File: src/rtl/bitrev_sequencer.sv
// bitrev_sequencer
//   Reads one frame of N = 2**ADDR_W samples from a synchronous source in
//   ascending address order. Each sample is stored at the bit-reversed index
//   of its address. The frame is then drained in ascending buffer order
//   through a valid/ready output.
//
// Ports
//   clk         rising-edge clock
//   reset       asynchronous active-low reset
//   start       frame request, sampled only in IDLE
//   abort       synchronous cancel of a frame in LOAD or DRAIN
//   src_rd      source read strobe
//   src_addr    source sample index (0 while src_rd is low)
//   src_data    source sample, valid the cycle after src_rd
//   dout        reordered sample (0 while dout_valid is low)
//   dout_valid  dout holds a sample
//   dout_ready  downstream accepts dout
//   busy        high whenever the FSM is not in IDLE
//   done        one-cycle end-of-frame pulse
//   state_dbg   current FSM state, for checkers
//
// Handshake: a sample transfers on every rising edge where
// dout_valid && dout_ready. While dout_valid is high and dout_ready is low,
// dout holds its value. dout_valid does not depend combinationally on
// dout_ready.
module bitrev_sequencer #(
    parameter int ADDR_W = 3,
    parameter int DATA_W = 8
) (
    input  logic              clk,
    input  logic              reset,
    input  logic              start,
    input  logic              abort,
    output logic              src_rd,
    output logic [ADDR_W-1:0] src_addr,
    input  logic [DATA_W-1:0] src_data,
    output logic [DATA_W-1:0] dout,
    output logic              dout_valid,
    input  logic              dout_ready,
    output logic              busy,
    output logic              done,
    output logic [1:0]        state_dbg
);

    localparam logic [1:0] S_IDLE  = 2'd0;
    localparam logic [1:0] S_LOAD  = 2'd1;
    localparam logic [1:0] S_DRAIN = 2'd2;
    localparam logic [1:0] S_DONE  = 2'd3;

    // N-1 is the all-ones index.
    localparam logic [ADDR_W-1:0] LAST = '1;

    logic [1:0]        state;
    logic [ADDR_W-1:0] addr_cnt;   // next source address to read
    logic              rd_active;  // reads still outstanding in LOAD
    logic              cap_valid;  // src_data holds a sample this cycle
    logic [ADDR_W-1:0] cap_addr;   // address that sample was read from
    logic [ADDR_W-1:0] drain_cnt;  // buffer index being presented

    logic [DATA_W-1:0] mem [0:(1<<ADDR_W)-1];

    function automatic logic [ADDR_W-1:0] bitrev(input logic [ADDR_W-1:0] a);
        logic [ADDR_W-1:0] r;
        for (int i = 0; i < ADDR_W; i++) begin
            r[i] = a[ADDR_W-1-i];
        end
        return r;
    endfunction

    always_ff @(posedge clk or negedge reset) begin
        if (!reset) begin
            state     <= S_IDLE;
            addr_cnt  <= '0;
            rd_active <= 1'b0;
            cap_valid <= 1'b0;
            cap_addr  <= '0;
            drain_cnt <= '0;
        end else begin
            case (state)
                S_IDLE: begin
                    cap_valid <= 1'b0;
                    if (start) begin
                        state     <= S_LOAD;
                        addr_cnt  <= '0;
                        rd_active <= 1'b1;
                    end
                end
                S_LOAD: begin
                    if (abort) begin
                        state     <= S_IDLE;
                        addr_cnt  <= '0;
                        rd_active <= 1'b0;
                        cap_valid <= 1'b0;
                    end else begin
                        // Capture pipeline: the read issued this cycle
                        // returns its data next cycle.
                        cap_valid <= rd_active;
                        cap_addr  <= addr_cnt;
                        if (rd_active) begin
                            addr_cnt <= addr_cnt + 1'b1;
                            if (addr_cnt == LAST) begin
                                rd_active <= 1'b0;
                            end
                        end
                        // The last capture is being written this cycle, so
                        // the buffer is complete when DRAIN begins.
                        if (cap_valid && cap_addr == LAST) begin
                            state     <= S_DRAIN;
                            drain_cnt <= '0;
                        end
                    end
                end
                S_DRAIN: begin
                    if (abort) begin
                        state     <= S_IDLE;
                        drain_cnt <= '0;
                    end else if (dout_ready) begin
                        drain_cnt <= drain_cnt + 1'b1;
                        if (drain_cnt == LAST) begin
                            state <= S_DONE;
                        end
                    end
                end
                S_DONE: begin
                    state <= S_IDLE;
                end
                default: begin
                    state <= S_IDLE;
                end
            endcase
        end
    end

    // The buffer needs no reset: DRAIN is only reachable after a full LOAD.
    always_ff @(posedge clk) begin
        if (state == S_LOAD && cap_valid) begin
            mem[bitrev(cap_addr)] <= src_data;
        end
    end

    always_comb begin
        src_rd     = (state == S_LOAD) && rd_active;
        src_addr   = src_rd ? addr_cnt : '0;
        dout_valid = (state == S_DRAIN);
        dout       = dout_valid ? mem[drain_cnt] : '0;
        busy       = (state != S_IDLE);
        done       = (state == S_DONE);
        state_dbg  = state;
    end

endmodule

File: config.mk
export PLATFORM = sky130hd
export DESIGN_NAME = bitrev_sequencer
export DESIGN_NICKNAME = d
export VERILOG_FILES = /design/src/rtl/bitrev_sequencer.sv
export SDC_FILE = /design/constraint.sdc
export NUM_CORES = 1
export LEC_CHECK = 0
export BUFFER_PORTS_ARGS = -buffer_cell sky130_fd_sc_hd__buf_2
export CAP_MARGIN = 0
export CELL_PAD_IN_SITES_DETAIL_PLACEMENT = 0
export CELL_PAD_IN_SITES_GLOBAL_PLACEMENT = 1
export CORE_MARGIN = 10
export CORE_UTILIZATION = 35
export CTS_CLUSTER_DIAMETER = 80
export DETAILED_ROUTE_END_ITERATION = 12
export HOLD_SLACK_MARGIN = 0.03
export PLACE_DENSITY = 0.64
export SLEW_MARGIN = 20
export SYNTH_ARGS = -nofsm -noshare
export SYNTH_HDL_FRONTEND = slang
export SYNTH_SLANG_ARGS = --single-unit
File: constraint.sdc
create_clock -name clk -period 5.5 [get_ports clk]
set_clock_uncertainty 0.05 [all_clocks]
set_input_delay 0 -clock clk [delete_from_list [all_inputs] [get_ports clk]]
set_output_delay 0 -clock clk [all_outputs]
set_load 0.005 [all_outputs]
Yosys cells after proc, flatten, opt, wreduce, memory -nomap -nowiden
Memory sizes are Yosys's and may differ from the RTL's.
Index checks and enable logic that the tools add are counted.
Widths: inputs -> output; s select.
{"block": "word_totals", "ff_bits": 13, "mem_bits_rw": 64, "input_bits": 13, "out_inout_bits": 17, "wordCells": 62, "n_memories": 1}
{"name": "mem", "depth": 8, "word_bits": 8, "read_ports": 1, "rd_ports_with_merged_regs": 0, "write_ports": 1, "line": "60", "source": "logic [DATA_W-1:0] mem [0:(1<<ADDR_W)-1];"}
{"block": "classes", "addsub": 2, "n_eq_ne": 13, "muxes": 27, "n_bitwise": 1, "n_reduce_logical": 12}
{"cell": "$mux 3", "count": 8}
{"cell": "$mux 2", "count": 6}
{"cell": "$pmux 3 s2", "count": 2}
{"cell": "$eq 3x3->1 const B", "count": 3}
{"cell": "$mux 8", "count": 1}
{"cell": "$pmux 2 s4", "count": 1}
{"cell": "$reduce_and 4->1", "count": 2}
{"cell": "$mux 1", "count": 7}
{"cell": "$add 3x1->3 const B", "count": 2}
{"cell": "$ne 2x2->1 const B", "count": 3}
{"cell": "$ne 3x2->1 const B", "count": 2}
{"cell": "$ne 3x3->1 const B", "count": 2}
{"cell": "$reduce_bool 2->1", "count": 3}
{"cell": "$eq 2x2->1 const B", "count": 2}
{"cell": "$pmux 1 s2", "count": 2}
{"cell": "$reduce_and 2->1", "count": 2}
{"cell": "$logic_and 1x1->1", "count": 3}
{"cell": "$reduce_and 3->1", "count": 1}
{"cell": "$eq 2x1->1 const B", "count": 1}
{"cell": "$logic_not 2->1", "count": 1}
{"cell": "$not 1->1", "count": 1}

Longest topological paths before layout
Gate-level depths: netlist of the first run.
{"block": "logic_depth", "depth_word": 5, "mapped_depth": 5, "mapped_depth_nobuf": 5}

Least setup slack after synthesis of the first run
Ideal clock, no wire load.
{"block": "synth_timing", "kind": "flip-flop to flip-flop", "startpoint": "register state[1], in the netlist state_dbg[1]", "endpoint": "memory mem[0][0] (enable)", "setup_time_ns": 0.383, "arrival_time_ns": 1.541, "required_ns": 5.067, "setup_slack_ns": 3.526, "path_stages_with_launch": 5, "n_path_buf": 1, "period_less_slack_ns": 1.974, "path_cell_list": "dfrtp_1 clkbuf_1 nor2b_1 nand3b_1 nor3_1"}
{"block": "synth_via", "elab_chain_len": 4}
{"element": "start: declaration", "line": "53", "source": "logic [1:0] state;"}
{"element": "start signal: assignment", "line": "72", "source": "state <= S_IDLE;"}
{"element": "start signal: assignment", "line": "83", "source": "state <= S_LOAD;"}
{"element": "start signal: assignment", "line": "90", "source": "state <= S_IDLE;"}
{"element": "$eq 2x1->1", "line": "136", "source": "if (state == S_LOAD && cap_valid) begin"}
{"element": "$logic_and 1x1->1", "line": "136"}
{"element": "$mux 1", "line": "136"}
{"element": "$mux 1 (implied by the code)", "line": "137", "source": "mem[bitrev(cap_addr)] <= src_data;"}
{"element": "end: declaration", "line": "60"}
Every way passes these cells.

Worst setup path in the final report of the first run
{"block": "layout_timing", "startpoint": "register drain_cnt[1]", "endpoint": "register state[0], in the netlist state_dbg[0]"}
{"block": "layout_via", "elab_chain_len": 3}
{"element": "start: declaration", "line": "58", "source": "logic [ADDR_W-1:0] drain_cnt;"}
{"element": "start signal: assignment", "line": "118", "source": "drain_cnt <= drain_cnt + 1'b1;"}
{"element": "$eq 3x3->1", "line": "119", "source": "if (drain_cnt == LAST) begin"}
{"element": "$ne 3x2->1 (no source line)"}
{"element": "$reduce_and 4->1 (no source line)"}
{"element": "end signal: assignment", "line": "120", "source": "state <= S_DONE;"}
{"element": "end signal: assignment", "line": "125", "source": "state <= S_IDLE;"}
{"element": "end signal: assignment", "line": "128", "source": "state <= S_IDLE;"}
Every way passes these cells.
A chain may end at the register's enable or synchronous reset.

==> results of run 1 <==
-- repair_timing --
| item | in CTS | in global routing |
|---|---|---|
| hold endpoints to repair | 80 | 0 |
| setup endpoints to repair | 0 | 0 |
| hold buffers | 15 | 0 |
-- critical path: stages, from the launching register on --
cell and delay [ns]:
dfrtp_2 1.01, ha_1 0.29, ha_1 0.15, nand2_1 0.05, o32ai_1 0.22, dlygate4sd3_1 0.59
-- kinds of logic after synthesis --
group,share of synthesized area
fa+ha+maj,0.0154
flops,0.693
simple gates,0.0868
mux,0.122
compound gates,0.0602
buf+inv,0.0231
-- worst max path at each step --
stage / end / slack, ns / depth (start not counted)
floorplan: mem[0][0] / 3.53 / 4
global placement: mem[0][0] / 3.24 / 3
detailed placement: mem[0][0] / 3.15 / 3
CTS: state_dbg[0] / 3.06 / 5
global route: state_dbg[0] / 2.96 / 5
finish: state_dbg[0] / 3.09 / 5
-- registers in the layout, summed over array words and instances (netlist names) --
signal,flops
mem,64
addr_cnt,3
cap_addr,3
drain_cnt,3
state_dbg,2
cap_valid,1
rd_active,1
-- cell usage in the layout, fill, tap and decap left out, drive strengths merged --
master       count
a22oi           16
o21ai            4
o22ai            1
nand4b           1
mux2i           35
dfrtp           13
clkbuf          10
a21oi            1
nand3b           1
nor3b            3
clkinvlp         2
inv              6
or2              1
or3b             1
edfxtp          64
dlygate4sd3     15
nor2b            4
nor3             3
mux2             4
ha               4
a211oi           1
a31oi            1
nand2b           3
and3            11
nor2            11
and2             3
buf             30
o32ai            1
o21a             1
clkinv           2
nand4            1
nand2            9
-- layer usage --
layer	wire [microns]	up-vias	GRT usage
li1	-	904	-
met1	3090	909	0.138
met2	3230	30	0.162
met3	298	8	0.0272
met4	110	0	0.0484
met5	0	-	0
-- cell type report --
type | instances | area, sq um
clock inverter | 5 | 37.5
sequential | 77 | 2250
fill | 833 | 5350
clock buffer | 10 | 128
timing repair buffer | 45 | 303
multi-input combinational | 121 | 927
tap | 111 | 139
inverter | 5 | 18.8
-- where the power goes --
group	internal (mW)	leakage [nW]	switching (mW)
sequential	0.645	0.747	0.0161
combinational	0.0318	0.527	0.0358
clock	0.163	0.0787	0.205
-- per-stage QoR --
step	hold WS, ns	utilization	power [mW]	cells
after global placement	-0.139	0.380	0.732	344
final	0.415	0.415	1.10	374
after floorplan	-0.346	-	0.706	214
after global routing	0.435	0.415	1.15	374
after detailed placement	-0.145	0.380	0.734	344
after CTS	0.399	0.415	1.11	374
==> metrics.yaml, run 1 <==
routing:
  antenna_left: 0
  vias: 1851
  drt_iter0_markers: 100
  drc: 0
  drt-total-wl_microns: 6720
  dr.pass1.iters: 4
  viasPerCell: 4.95
  wire_per_inst_microns: 18.0
placed_design:
  place_congestion: 0.725
  placed_cell_area_sq_um: 3480
  pre_cts_slack_ns: 3.15
  io_buffer_count: 29
  dpl.hpwl_microns: 4270
logic_synthesis:
  yosys.cell_count.top_type: "edfxtp_1"
  syn-instance-count: 214
  synth_fp_nets: 231
  netlist_area_sq_um: 3240
  ys.flop_type: "edfxtp_1"
  yosysWarnings: 0
  avgSynthCellArea_sq_um: 15.2
  synthArstFlopShare: 0.169
  synth_top_area_share: 0.592
  yosys-top-cells-count: "edfxtp_1 (64), mux2i_1 (35), a22oi_1 (16)"
  ys_ff_latch: 77
  yosysSeqAreaShare: 0.693
  synth_top_cell_by_area: "edfxtp_1"
  synthTopCellsByArea: "edfxtp_1 (59%), mux2i_1 (11%), dfrtp_1 (10%), a22oi_1 (3.7%), and3_1 (2.1%)"
  synth-edff-count: 64
  ys_types: 31
clock_network:
  cts-buffers-inserted: 9
  clock_sinks: 77
  clk_pin_slew_ns: 0.08
  cts-resized-gates: 0
  cts_max_level: 3
  worstSkewPairLatency_ns: 0.34
  cts_buffer_depth: 2
  tritoncts: "built"
  cts_root_buf: "clkbuf_8"
  post-cts-setup-buffers: 0
critical_path:
  crit_fanout: 34
  critical_path_class: "reg2reg"
  arrival_ns: 2.65
  crit_required_ns: 5.73
  cp-end-kind: "flop"
  cp-start-kind: "flop"
  timing.rr.start: "drain_cnt[1]"
  startpoint: "drain_cnt[1]"
  r2r_cells: 5
  regToRegSetupSlack_ns: 3.09
  r2r_end: "state_dbg[0]"
run:
  maxCapViolations: 0
sta:
  max_freq_ghz: 0.414
  setup_slack_ns: 3.09
  tightest_slew_ns: 1.06
  min_period_ns: 2.41
  fin_crit_sh: 0.439
  maxSlewViolCount: 0
  setup_viol: 0
  max_slew_margin: 0.290
  rsz0062_at_grt: "false"
  setup-tns-final_ns: 0
  hold_viol: 0
die:
  start_util: 0.354
  die_h_microns: 116
  dieArea_sq_um: 13500
  ios: 30
  core_area_sq_um: 9150
  die_width_microns: 116
  fp-row-count: 35
cells_and_area:
  diodes: 0
  drive_gt1_frac: 0.198
  final_nets: 276
  fin_area_sq_um: 3800
  areaGrowthSynthToFinish_pct: 17.2
worst_hold_path:
  hp-start: "src_data[6]"
  hold_depth: 2
  holdCritPathClass: "in2reg"
  whs_endpoint: "mem[2][6]"
global_route:
  grt_overflow: 0
  grt_max_degree: 35
  grt_pass1_wl_microns: 10500
  grtUsageTotal: 0.106
  antenna_found_initial: 0
  grt_pass1_vias: 1862
run_status:
  status: "finished, final reports clean"
pwr:
  peakVddDrop_uv: 118
  power.density_nw_per_um2: 289
  power_leakage_nw: 1.35
Note: power is estimated with default switching activity, not from simulation.
==> run 2: changes to the inputs <==
==> constraint.sdc (replaced) <==
create_clock -name clk -period 2.5 [get_ports clk]
set_clock_uncertainty 0.05 [all_clocks]
set_input_delay 0 -clock clk [delete_from_list [all_inputs] [get_ports clk]]
set_output_delay 0 -clock clk [all_outputs]
set_load 0.005 [all_outputs]
==> metrics.yaml, run 2 (synthesis gave the netlist of run 1 again) <==
clock_network:
  tritoncts: "built"
  worstSkewPairLatency_ns: 0.34  # about the same
  cts_max_level: 3  # unchanged
  cts-buffers-inserted: 9  # unchanged
  post-cts-setup-buffers: 0  # unchanged
  cts_buffer_depth: 2  # unchanged
  cts_root_buf: "clkbuf_8"
  clk_pin_slew_ns: 0.08  # about the same
  clock_sinks: 77  # unchanged
sta:
  rsz0062_at_grt: "false"
  fin_crit_sh: 0.792
  hold_slack_ns: 0.404  # -0.0103 ns
  tightest_slew_ns: 0.693  # -0.368 ns
  min_period_ns: 1.98
  max_freq_ghz: 0.505
  setup-tns-final_ns: 0  # unchanged
  maxSlewViolCount: 0  # unchanged
  setup_viol: 0  # unchanged
  hold_viol: 0  # unchanged
  max_slew_margin: 0.537  # +0.246
die:
  die_width_microns: 116  # unchanged
  die_h_microns: 116  # unchanged
  ios: 30  # unchanged
  fp-row-count: 35  # unchanged
  core_area_sq_um: 9150  # unchanged
  dieArea_sq_um: 13500  # unchanged
  start_util: 0.354  # unchanged
cells_and_area:
  areaGrowthSynthToFinish_pct: 20.7
  final_nets: 289  # +4.7%
  largest_register: "mem"
  final_cell_mix: "edfxtp_1 (64), mux2i_1 (35), buf_2 (29)"
  layout_commonest_cell: "edfxtp_1"
  largest_register_ffs: 64  # unchanged
  drive_gt1_frac: 0.227  # +0.0297
  fillerInstances: 833  # unchanged
  diodes: 0  # unchanged
routing:
  drt_iter0_markers: 94  # -6.0%
  dr.pass1.iters: 4  # unchanged
  wire_per_inst_microns: 16.9  # -5.9%
  drc: 0  # unchanged
  viasPerCell: 4.82  # -2.5%
  antenna_left: 0  # unchanged
  drt-total-wl_microns: 6560  # -2.4%
  vias: 1872  # +1.1%
placed_design:
  place_congestion: 0.736  # +1.5%
  io_buffer_count: 29  # unchanged
  dpl.hpwl_microns: 4280  # +0.29%
global_route:
  grtUsageTotal: 0.103  # -0.00320
  antenna_found_initial: 0  # unchanged
  grt_overflow: 0  # unchanged
  grt_max_degree: 18  # -49%
  grt_pass1_vias: 1984  # +6.6%
  grt_pass1_wl_microns: 10300  # -2.0%
pwr:
  power_leakage_nw: 1.44  # +6.2%
  power.density_nw_per_um2: 640  # +120%
  finalPower_mw: 2.51  # +130%
  pwr-share-clk: 0.360  # +0.025
  p_switching_mw: 0.556  # +120%
  swShare: 0.222  # -0.0124
  peakVddDrop_uv: 286  # +140%
  pwr-share-seq: 0.580  # -0.023
  combPwrFrac: 0.060  # -0.002
  power.internal_mw: 1.95  # +130%
critical_path:
  regToRegSetupSlack_ns: 0.70  # -2.39 ns
  max_stage_delay_ns: 0.57  # -0.44 ns
  arrival_ns: 1.93  # -0.72 ns
  crit_fanout: 8  # -76%
  cpMaxStageDelayCell: "nor2_1"
  path_cells: "nor2_1 > a22oi_1 > and3_1 > buf_2"
  critical_path.top_delay_family: "simple AND/OR/NAND/NOR gates"
  critical_path_buf_inv_count: 1  # unchanged
  cp-start-kind: "flop"
  cp-end-kind: "primary output"
  critical_path_class: "reg2out"
  crit_required_ns: 2.45  # -3.28 ns
worst_hold_path:
  holdCritPathClass: "in2reg"
run_status:
  status: "finished, final reports clean"
run:
  maxCapViolations: 0  # unchanged
==> run 2: changes by cell type in the layout (fill, tap and decap cells not counted) <==
cell and delta:
buf_4 +13, bufinv_16 +1, clkbuf_1 -1, clkinv_1 +3, clkinv_4 -1, clkinvlp_4 -2
inv_6 +1, nor3_1 +1, nor3_2 -1
==> run 2: per-layer routing <==
| layer | up-vias | wire (microns) | track usage |
|---|---|---|---|
| met2 | 22 | 3180 | 0.167 |
| met3 | 11 | 273 | 0.0313 |
| met5 | - | 0 | 0 |
| li1 | 928 | - | - |
| met1 | 911 | 3000 | 0.123 |
| met4 | 0 | 106 | 0.0450 |
==> run 2: worst paths after layout <==
check                                     to  cells past startpoint          from
worst max-delay path                 dout[2]                      4  drain_cnt[0]
worst min-delay path               mem[5][6]                      2   src_data[6]
worst max register to register  drain_cnt[2]                      3  state_dbg[1]
worst min register to register   cap_addr[2]                      2   cap_addr[2]
max in group asynchronous       drain_cnt[1]                      4         reset
min in group asynchronous       drain_cnt[2]                      3         reset
==> run 2: what timing repair did <==
item                                   in CTS  in global routing
endpoints found under the hold margin      80                  0
gates resized for setup                     0                  0
hold buffers                               15                  0
==> run 2: area by class of cell <==
class / count / area (sq um) / share of cell area
sequential: 77 / 2250 / 0.574
multi-input combinational: 121 / 922 / 0.235
clock buffer: 9 / 124 / 0.0316
timing repair buffer: 58 / 400 / 0.102
inverter: 5 / 18.8 / 0.00479
clock inverter: 7 / 63.8 / 0.0163
tap: 111 / 139 / 0.0355
==> run 2: power by group through the flow <==
stage / combinational [mW] / clock (mW) / sequential (mW)
CTS: 0.154 / 0.924 / 1.45
detailed placement: 0.133 / 0 / 1.48
global route: 0.169 / 0.993 / 1.46
finish: 0.151 / 0.901 / 1.45
floorplan: 0.0824 / 0 / 1.47
global placement: 0.131 / 0 / 1.48
==> run 2: stage by stage <==
stage               cell area (sq um)  utilization  std cells  worst slack (ns)
floorplan                        3240            -        214             0.526
global placement                 3580        0.391        357             0.734
detailed placement               3580        0.391        357             0.714
CTS                              3920        0.428        388             0.478
global route                     3920        0.428        388             0.404
finish                           3920        0.428        388             0.519
==> run 3: changes to the inputs <==
==> constraint.sdc (replaced) <==
create_clock -name clk -period 1.9 [get_ports clk]
set_clock_uncertainty 0.05 [all_clocks]
set_input_delay 0 -clock clk [delete_from_list [all_inputs] [get_ports clk]]
set_output_delay 0 -clock clk [all_outputs]
set_load 0.005 [all_outputs]
==> metrics.yaml, run 3 (synthesis gave the netlist of run 1 again) <==
clock_network:
  cts_max_level: 3  # unchanged
  cts_root_buf: "clkbuf_8"
  cts-buffers-inserted: 9  # unchanged
  clk_pin_slew_ns: 0.08  # about the same
  worstSkewPairLatency_ns: 0.34  # about the same
  clock_sinks: 77  # unchanged
  tritoncts: "built"
  cts_buffer_depth: 2  # unchanged
placed_design:
  io_buffer_count: 29  # unchanged
  place_congestion: 0.703  # -4.5%
  placed_cell_area_sq_um: 3610  # +0.77%
  dpl.hpwl_microns: 4610  # +7.6%
routing:
  antenna_left: 0  # unchanged
  drc: 0  # unchanged
  wire_per_inst_microns: 18.1  # +6.8%
  drt_iter0_markers: 96  # +2.1%
  viasPerCell: 4.91  # +1.7%
  drt-total-wl_microns: 7080  # +7.9%
  dr.pass1.iters: 4  # unchanged
  vias: 1924  # +2.8%
die:
  die_width_microns: 116  # unchanged
  ios: 30  # unchanged
  start_util: 0.354  # unchanged
  die_h_microns: 116  # unchanged
  fp-row-count: 35  # unchanged
  dieArea_sq_um: 13500  # unchanged
  core_area_sq_um: 9150  # unchanged
run_status:
  status: "finished, final reports clean"
critical_path:
  cp-start-kind: "flop"
  critical_path_class: "reg2reg"
  max_stage_delay_ns: 0.56  # about the same
  cpMaxStageDelayCell: "dlygate4sd3_1"
  cp-end-kind: "flop"
  critical_path_buf_inv_count: 1  # unchanged
  path_cells: "nand4_1 > a31oi_1 > o32ai_2 > dlygate4sd3_1"
  crit_fanout: 7  # -1
  arrival_ns: 1.93  # about the same
  critical_path.top_delay_family: "buffers and inverters"
  crit_required_ns: 2.07  # -0.38 ns
sta:
  fin_crit_sh: 0.924
  maxSlewViolCount: 0  # unchanged
  min_period_ns: 1.76
  max_freq_ghz: 0.570
  setup_viol: 0  # unchanged
  hold_viol: 0  # unchanged
  hold_slack_ns: 0.431  # +0.0263 ns
  max_slew_margin: 0.642  # +0.106
  tightest_slew_ns: 0.535  # -0.157 ns
  rsz0062_at_grt: "false"
  setup-tns-final_ns: 0  # unchanged
pwr:
  peakVddDrop_uv: 383  # +34%
  power.density_nw_per_um2: 855  # +34%
  power_leakage_nw: 1.47  # +2.2%
cells_and_area:
  final_nets: 294  # +1.7%
  fin_area_sq_um: 4010  # +2.5%
  largest_register_ffs: 64  # unchanged
  diodes: 0  # unchanged
  fillerInstances: 833  # unchanged
  areaGrowthSynthToFinish_pct: 23.7
  largest_register: "mem"
  final_cell_mix: "edfxtp_1 (64), mux2i_1 (35), buf_2 (29)"
  layout_commonest_cell: "edfxtp_1"
  drive_gt1_frac: 0.267  # +0.0395
global_route:
  grt_max_degree: 21  # +3
  antenna_found_initial: 0  # unchanged
  grt_overflow: 0  # unchanged
  grtUsageTotal: 0.112  # +0.00925
  grt_pass1_wl_microns: 11100  # +8.2%
  grt_pass1_vias: 2026  # +2.1%
worst_hold_path:
  holdCritPathClass: "in2reg"
run:
  maxCapViolations: 0  # unchanged
run 3: cell count changes in the layout (fill, tap and decap cells not counted), sizes merged:
cell | before | now
inv | 7 | 4
buf | 43 | 48
clkinvlp | 0 | 2
bufinv | 1 | 2
clkbuf | 9 | 10
clkinv | 4 | 2
run 3: area by class of cell:
class                      instances  area, sq um  area share
sequential                        77         2250       0.560
inverter                           5         22.5     0.00561
timing repair buffer              63          442       0.110
multi-input combinational        121          957       0.238
clock inverter                     5         76.3      0.0190
clock buffer                      10          128      0.0318
tap                              111          139      0.0346
run 3: repair_timing:
item | CTS | global route
cloned | 0 | 0
hold buffers | 15 | 0
endpoints found under the setup margin | 8 | 9
resized for setup | 3 | 7
hold endpoints to repair | 80 | 0
setup buffers | 2 | 0
run 3: per-layer routing:
layer,GRT usage,wire length [microns]
met1,0.144,3200
met2,0.176,3470
met3,0.0262,347
met4,0.0500,61
met5,0,0
run 3: through the flow:
stage	worst slack (ns)	std cells	utilization	power, mW
2_1_floorplan	0.0223	214	-	2.05
3_3_place_gp	0.198	360	0.394	2.14
3_5_place_dp	0.218	360	0.394	2.15
4_1_cts	0.0307	392	0.435	3.46
5_1_grt	0.000442	392	0.439	3.58
6_report	0.145	392	0.439	3.43
run 3: path summary, 6_finish.rpt:
kind                       slack, ns        start  cells past startpoint      endpoint
max in group asynchronous       0.15        reset                      4  drain_cnt[0]
min                             0.43  src_data[0]                      2     mem[4][0]
max                             0.14  cap_addr[1]                      4  state_dbg[0]
max reg2reg                     0.14  cap_addr[1]                      4  state_dbg[0]
min in group asynchronous       0.48        reset                      3  drain_cnt[1]
min reg2reg                     0.48  cap_addr[2]                      2   cap_addr[2]
run 3: report_power, final:
group	total (mW)	switching, mW	internal (mW)
clock network	1.29	0.568	0.727
logic	0.229	0.116	0.113
registers	1.91	0.0403	1.87
total	3.43	0.724	2.71
run 3: worst register-to-register path: stages, from the launching register on:
cell and delay [ns]:
dfrtp_1 0.47, nand4_1 0.22, a31oi_1 0.25, o32ai_2 0.10, dlygate4sd3_1 0.56
